$ cat src/rtl/icache_pkg.sv
// icache_pkg: shared types and width helpers for the direct-mapped icache.
//   state_e      : controller states (IDLE / REFILL / RESP)
//   DEF_LINES    : default number of cache lines
//   DEF_WORDS    : default 32-bit words per line
//   offset_w/index_w/tag_w : address field widths for a given geometry
package icache_pkg;

  localparam int DEF_LINES = 16;
  localparam int DEF_WORDS = 4;

  typedef enum logic [1:0] {
    S_IDLE   = 2'd0,
    S_REFILL = 2'd1,
    S_RESP   = 2'd2
  } state_e;

  function automatic int offset_w(input int words);
    return $clog2(words);
  endfunction

  function automatic int index_w(input int lines);
    return $clog2(lines);
  endfunction

  // Word-aligned byte address: two low bits never reach the tag.
  function automatic int tag_w(input int lines, input int words);
    return 32 - 2 - $clog2(lines) - $clog2(words);
  endfunction

endpackage

$ cat src/rtl/icache_line_store.sv
// icache_line_store: valid/tag/data arrays for the direct-mapped icache.
//   clk, reset          : clock, async active-high reset (clears everything)
//   flush_all_i         : invalidate every line
//   rd_index_i          : combinational lookup index
//   rd_valid_o/rd_tag_o/rd_data_o : line state at rd_index_i
//   wr_en_i, wr_index_i, wr_word_i, wr_data_i : single-word refill write
//   install_i, install_tag_i : mark line wr_index_i valid with the given tag
module icache_line_store
  import icache_pkg::*;
#(
  parameter int LINES = DEF_LINES,
  parameter int WORDS = DEF_WORDS,
  parameter int IW    = index_w(LINES),
  parameter int OW    = offset_w(WORDS),
  parameter int TW    = tag_w(LINES, WORDS)
) (
  input  logic                    clk,
  input  logic                    reset,
  input  logic                    flush_all_i,
  input  logic [IW-1:0]           rd_index_i,
  output logic                    rd_valid_o,
  output logic [TW-1:0]           rd_tag_o,
  output logic [WORDS-1:0][31:0]  rd_data_o,
  input  logic                    wr_en_i,
  input  logic [IW-1:0]           wr_index_i,
  input  logic [OW-1:0]           wr_word_i,
  input  logic [31:0]             wr_data_i,
  input  logic                    install_i,
  input  logic [TW-1:0]           install_tag_i
);

  logic [LINES-1:0]                   valid_q;
  logic [LINES-1:0][TW-1:0]           tag_q;
  logic [LINES-1:0][WORDS-1:0][31:0]  data_q;

  assign rd_valid_o = valid_q[rd_index_i];
  assign rd_tag_o   = tag_q[rd_index_i];
  assign rd_data_o  = data_q[rd_index_i];

  always_ff @(posedge clk or posedge reset) begin
    if (reset) begin
      valid_q <= '0;
      tag_q   <= '0;
      data_q  <= '0;
    end else begin
      if (wr_en_i) data_q[wr_index_i][wr_word_i] <= wr_data_i;
      if (install_i) tag_q[wr_index_i] <= install_tag_i;
      // Flush and install never coincide: flush is only applied in IDLE.
      if (flush_all_i)    valid_q <= '0;
      else if (install_i) valid_q[wr_index_i] <= 1'b1;
    end
  end

endmodule

$ cat src/rtl/icache_direct.sv
// icache_direct: direct-mapped read-only instruction cache between CPU fetch
// and IMem. Hits answer the cycle after the request; misses refill the whole
// line beat by beat from IMem, then answer.
//   clk, reset             : clock, async active-high reset
//   flush                  : one-cycle invalidate-all pulse (fence.i)
//   cpu_addr/cpu_valid     : fetch request, held until cpu_good
//   cpu_good/cpu_instr     : one-cycle response strobe and instruction
//   mem_addr/mem_valid     : refill word request, held until mem_good
//   mem_good/mem_instr     : IMem response strobe and data
//   hit_count/miss_count   : perf counters, present only with ICACHE_PERF_EN
module icache_direct
  import icache_pkg::*;
#(
  parameter int LINES = DEF_LINES,
  parameter int WORDS = DEF_WORDS
) (
  input  logic        clk,
  input  logic        reset,
  input  logic        flush,
  input  logic [31:0] cpu_addr,
  input  logic        cpu_valid,
  output logic        cpu_good,
  output logic [31:0] cpu_instr,
  output logic [31:0] mem_addr,
  output logic        mem_valid,
  input  logic        mem_good,
  input  logic [31:0] mem_instr
`ifdef ICACHE_PERF_EN
  ,
  output logic [31:0] hit_count,
  output logic [31:0] miss_count
`endif
);

  localparam int OW = offset_w(WORDS);
  localparam int IW = index_w(LINES);
  localparam int TW = tag_w(LINES, WORDS);

  state_e        state_q, state_d;
  logic [31:2]   addr_q, addr_d;
  logic [OW-1:0] beat_q, beat_d;
  logic [31:0]   instr_q, instr_d;
  logic          flush_pend_q, flush_pend_d;

  logic [OW-1:0] req_off;
  logic [IW-1:0] req_idx;
  logic [TW-1:0] req_tag;
  logic [OW-1:0] lat_off;
  logic [IW-1:0] lat_idx;
  logic [TW-1:0] lat_tag;

  logic                   rd_valid;
  logic [TW-1:0]          rd_tag;
  logic [WORDS-1:0][31:0] rd_data;
  logic                   flush_all, wr_en, install;
  logic                   lookup_hit, take_req;
  logic                   unused_addr_bits;

  assign req_off = cpu_addr[2 +: OW];
  assign req_idx = cpu_addr[2+OW +: IW];
  assign req_tag = cpu_addr[2+OW+IW +: TW];
  assign lat_off = addr_q[2 +: OW];
  assign lat_idx = addr_q[2+OW +: IW];
  assign lat_tag = addr_q[2+OW+IW +: TW];
  assign unused_addr_bits = ^cpu_addr[1:0];

  icache_line_store #(.LINES(LINES), .WORDS(WORDS)) u_store (
    .clk           (clk),
    .reset         (reset),
    .flush_all_i   (flush_all),
    .rd_index_i    (req_idx),
    .rd_valid_o    (rd_valid),
    .rd_tag_o      (rd_tag),
    .rd_data_o     (rd_data),
    .wr_en_i       (wr_en),
    .wr_index_i    (lat_idx),
    .wr_word_i     (beat_q),
    .wr_data_i     (mem_instr),
    .install_i     (install),
    .install_tag_i (lat_tag)
  );

  assign lookup_hit = rd_valid && (rd_tag == req_tag);
  // A flush (live or pending) owns the IDLE cycle; the request waits one cycle.
  assign take_req   = (state_q == S_IDLE) && !(flush || flush_pend_q) && cpu_valid;
  assign cpu_instr  = instr_q;

  always_comb begin
    state_d      = state_q;
    addr_d       = addr_q;
    beat_d       = beat_q;
    instr_d      = instr_q;
    flush_pend_d = flush_pend_q;
    flush_all    = 1'b0;
    wr_en        = 1'b0;
    install      = 1'b0;
    mem_valid    = 1'b0;
    mem_addr     = '0;
    cpu_good     = 1'b0;
    unique case (state_q)
      S_IDLE: begin
        if (flush || flush_pend_q) begin
          flush_all    = 1'b1;
          flush_pend_d = 1'b0;
        end else if (take_req) begin
          addr_d = cpu_addr[31:2];
          if (lookup_hit) begin
            instr_d = rd_data[req_off];
            state_d = S_RESP;
          end else begin
            beat_d  = '0;
            state_d = S_REFILL;
          end
        end
      end
      S_REFILL: begin
        mem_valid = 1'b1;
        mem_addr  = {addr_q[31:2+OW], beat_q, 2'b00};
        if (flush) flush_pend_d = 1'b1;
        if (mem_good) begin
          wr_en  = 1'b1;
          beat_d = beat_q + 1'b1;
          if (beat_q == lat_off) instr_d = mem_instr;
          if (beat_q == OW'(WORDS-1)) begin
            install = 1'b1;
            state_d = S_RESP;
          end
        end
      end
      S_RESP: begin
        // Requester may have withdrawn; the response is then dropped silently.
        cpu_good = cpu_valid;
        if (flush) flush_pend_d = 1'b1;
        state_d  = S_IDLE;
      end
      default: state_d = S_IDLE;
    endcase
  end

  always_ff @(posedge clk or posedge reset) begin
    if (reset) begin
      state_q      <= S_IDLE;
      addr_q       <= '0;
      beat_q       <= '0;
      instr_q      <= '0;
      flush_pend_q <= 1'b0;
    end else begin
      state_q      <= state_d;
      addr_q       <= addr_d;
      beat_q       <= beat_d;
      instr_q      <= instr_d;
      flush_pend_q <= flush_pend_d;
    end
  end

`ifdef ICACHE_PERF_EN
  logic [31:0] hit_q, miss_q;

  // Counters survive flush; only reset clears them.
  always_ff @(posedge clk or posedge reset) begin
    if (reset) begin
      hit_q  <= '0;
      miss_q <= '0;
    end else if (take_req) begin
      if (lookup_hit) hit_q  <= hit_q + 32'd1;
      else            miss_q <= miss_q + 32'd1;
    end
  end

  assign hit_count  = hit_q;
  assign miss_count = miss_q;
`endif

endmodule

$ cat config.mk
export PLATFORM = sky130hd
export DESIGN_NAME = icache_direct
export DESIGN_NICKNAME = d
export VERILOG_FILES = /design/src/rtl/icache_pkg.sv /design/src/rtl/icache_line_store.sv /design/src/rtl/icache_direct.sv
export SDC_FILE = /design/constraint.sdc
export NUM_CORES = 2
export LEC_CHECK = 0
export ABC_CLOCK_PERIOD_IN_PS = 95300
export CAP_MARGIN = 20
export CORE_ASPECT_RATIO = 0.5
export CORE_MARGIN = 2
export CORE_UTILIZATION = 40
export CTS_CLUSTER_DIAMETER = 80
export DETAILED_ROUTE_END_ITERATION = 10
export PLACE_DENSITY = 0.6
export SYNTH_ARGS = -nofsm -noshare
export SYNTH_HDL_FRONTEND = slang
export SYNTH_HIERARCHICAL = 1
export SYNTH_SLANG_ARGS = --single-unit
$ cat constraint.sdc
create_clock -name clk -period 95.3 [get_ports clk]
set_clock_uncertainty 0.05 [all_clocks]
set_input_delay 9.53 -clock clk [delete_from_list [all_inputs] [get_ports clk]]
set_output_delay 9.53 -clock clk [all_outputs]
set_load 0.03 [all_outputs]
==> impl_results.md <==
* Status: finished, final reports clean
* Final Hold Viols at 0
* Root Driver: clkbuf_16
* Post-synthesis sequential area ratio at between 50% and 60%
* Routed vias/inst at 5.90
* Synth area leaders: dfrtp_1 55%, mux2_2 24%, mux4_2 12%, a22oi_1 1.5%, buf_2 1.3%
* Grt ovf at 0
* CP Class: in2out
* Overall routing resource usage at 23.5%
* Synth-to-layout area growth at 10.8%
* Setup violators final at 0
* Routed via count at about 65000
* Max IR drop VDD at ~0.000016 V
* RSZ-0062 raised after global routing: no
* Clk_lat worst skew at 0.90 ns
* Worst Setup SP: cpu_valid
* Overall die width at around 760 um
* DR WL/cell at roughly 31 um
* Leakage power at slightly above 60 nW
* Num CTS Buffers at approximately 240
* Met2 usage at 35.2%
* CTS Hold Buffers Added at 0
* Register bit total from synthesis at approximately 2500
* Placed insts at approximately 11000
* Fin crit share at a little over a fifth
* I/O pin count at ~140
* Worst Setup EP: cpu_good
* Post-detail-place hpwl at around 180000 um
* Yosys top cell by area: dfrtp_1
* Mapped Cells at roughly 7300
* Final net count at 7177
* Worst Max-Slew Pin Slew at roughly 1.2 ns
* H-tree level count at 4
* Fin crit period at around 21 ns
* Count of cell types in the netlist at between 40 and 50
* Number of synthesized flops with an enable pin at 0
* Count of warnings emitted by yosys at 6
* Worst r2r src: state_q[1]
* DR pass1 iterations at 5
* Ys flop type: dfrtp_1
* PortBufs at between 100 and 150
* Setup bufs post-CTS at 0
* Reg2reg path depth at 11
* Cell with the most instances after synthesis: dfrtp_1
* Worst flop-to-flop path endpoint: cpu_instr[22]
* PostCTS Resize Cnt at 0
* GR peak layer: met1
* Power per cell area at 22.6 mW/mm2
* Initial Utilization at between 40 and 50%
* Worst setup margin at 74.43 ns
* Drt initial violations at 6229
* Crit Path Max Fanout at 3
* Critical path required time at around 86 ns
* Syn Area/Cell at about 16 um2
* Fillers at around 25000
* Worst Hold Class: reg2reg
* Finished Layout Cells at 11069
* Max cap viols at 0
* Top cell type's share of synthesized area at 55.2%
* Fin Hold WS at ~0.43 ns
* Crit path capture type: output pin
* GR Util met3 at around 4.3%
* Share of flip-flops with an asynchronous set or reset at 100%
* Largest net degree at the start of global routing at around 160
* Post-place setup slack at roughly 74 ns
* Post-synth top cells: 2515 x dfrtp_1, 2456 x mux2_2, 593 x mux4_2
* Placeable Area at around 0.28 mm2
* CTS Buffer Depth at 4
* Met1 GRT Util at between 30% and 40%
* Max-slew violations at 0
* Die Area at 0.289 mm2
* Setup TNS at 0 ns
* Number of global-route vias before repair at between 60000 and 70000
* Worst EP arrival at 11.29 ns
* Rel. slew slack at approximately a fifth
* Rows at around 140
* Clk sink count at between 2000 and 3000
* Type of origin of the critical path: input port
* Routed Wire Length at 342000 um
* Layout cells sized above 1 at between 50 and 60%
* R2R Setup Slk at 90.81 ns
* Initial antenna violation count at 27
* Clock transition at path regs at around 0.07 ns
* Post-route DRC at 0
* DIE HEIGHT at ~380 um
* Routed Antenna Nets at 0
* First-pass GRT wire length at between 400000 and 500000 um
* CTS tree: yes
* GPL Wtd Cong at between 0.7 and 0.8
* Netlist Area Pre-Place at between 0.1 and 0.15 mm2
* Fmax at about 48 MHz
sequential cells by signal (all words and copies together), names as in the netlist:
name,count
u_store/data_q,2048
u_store/tag_q,384
cpu_instr,32
addr_q,30
u_store/valid_q,16
beat_q,2
state_q,2
flush_pend_q,1
cell usage in the layout (no fill, tap or decap), types with 54 or more instances in the layout:
| master | n |
|---|---|
| clkbuf_8 | 54 |
| clkbuf_16 | 244 |
| dfrtp_1 | 2515 |
| mux2i_1 | 100 |
| o22ai_1 | 91 |
| mux4_2 | 593 |
| nor2_1 | 64 |
| nand2_1 | 212 |
| mux2_2 | 2456 |
| a22oi_1 | 231 |
| buf_4 | 120 |
| clkdlybuf4s50_1 | 92 |
| clkbuf_1 | 64 |
worst max-delay path: stages:
cell and delay, ns:
clkdlybuf4s50_1 0.68, and2_1 0.19, clkdlybuf4s50_1 0.86
layer usage:
layer	part of all wire, %	up-vias
met5	0.019	-
met4	2.2	12
met1	47	36253
li1	-	26638
met2	44	1975
met3	6.9	464
stage by stage:
step,utilization [%],area [um2],power (mW)
2_1_floorplan,-,114000,1.75
3_3_place_gp,41.7,118000,1.88
3_5_place_dp,41.7,118000,1.90
4_1_cts,44.4,126000,2.87
5_1_grt,44.6,126000,2.98
6_report,44.6,126000,2.85
power by group:
group / switching, mW / internal (mW) / total (mW)
registers: 0.120 / 1.26 / 1.38
clock network: 0.421 / 0.547 / 0.968
logic: 0.232 / 0.274 / 0.507
worst min path at each step:
stage                           endpoint                  from  slack (ns)  depth (start not counted)
finish              u_store/data_q[1797]  u_store/data_q[1797]        0.43                          1
global route        u_store/data_q[1797]  u_store/data_q[1797]        0.44                          1
CTS                 u_store/data_q[1797]  u_store/data_q[1797]        0.43                          1
detailed placement  u_store/data_q[1797]  u_store/data_q[1797]        0.42                          1
global placement    u_store/data_q[1792]  u_store/data_q[1792]        0.41                          1
floorplan           u_store/data_q[1796]  u_store/data_q[1796]        0.40                          1
cells by family (layout without fill, tap and decap cells):
| group | after synthesis | in the layout | synth area share, % |
|---|---|---|---|
| flip-flops | 2515 | 2515 | 55.2 |
| AND/OR/NAND/NOR | 478 | 478 | 1.88 |
| buffers and inverters | 748 | 711 | 3.03 |
| other | 1 | 10 | 0.00329 |
| multiplexers | 3191 | 3191 | 37.4 |
| XOR/XNOR | 26 | 26 | 0.200 |
| adder cells (fa/ha/maj) | 5 | 5 | 0.0549 |
| AO/OA/AOI/OAI | 353 | 353 | 2.20 |
area by class of cell:
type,instances,area [um2],area share (%)
Timing Repair Buffer,270,2520,2.00
Tap cell,3780,4730,3.75
Sequential cell,2515,62900,49.9
Clock buffer,362,7090,5.62
Inverter,22,92.6,0.0734
Multi-Input combinational cell,4055,48100,38.1
Antenna cell,8,20.0,0.0159
Clock inverter,57,667,0.528
(Power assumes the default switching activity.)
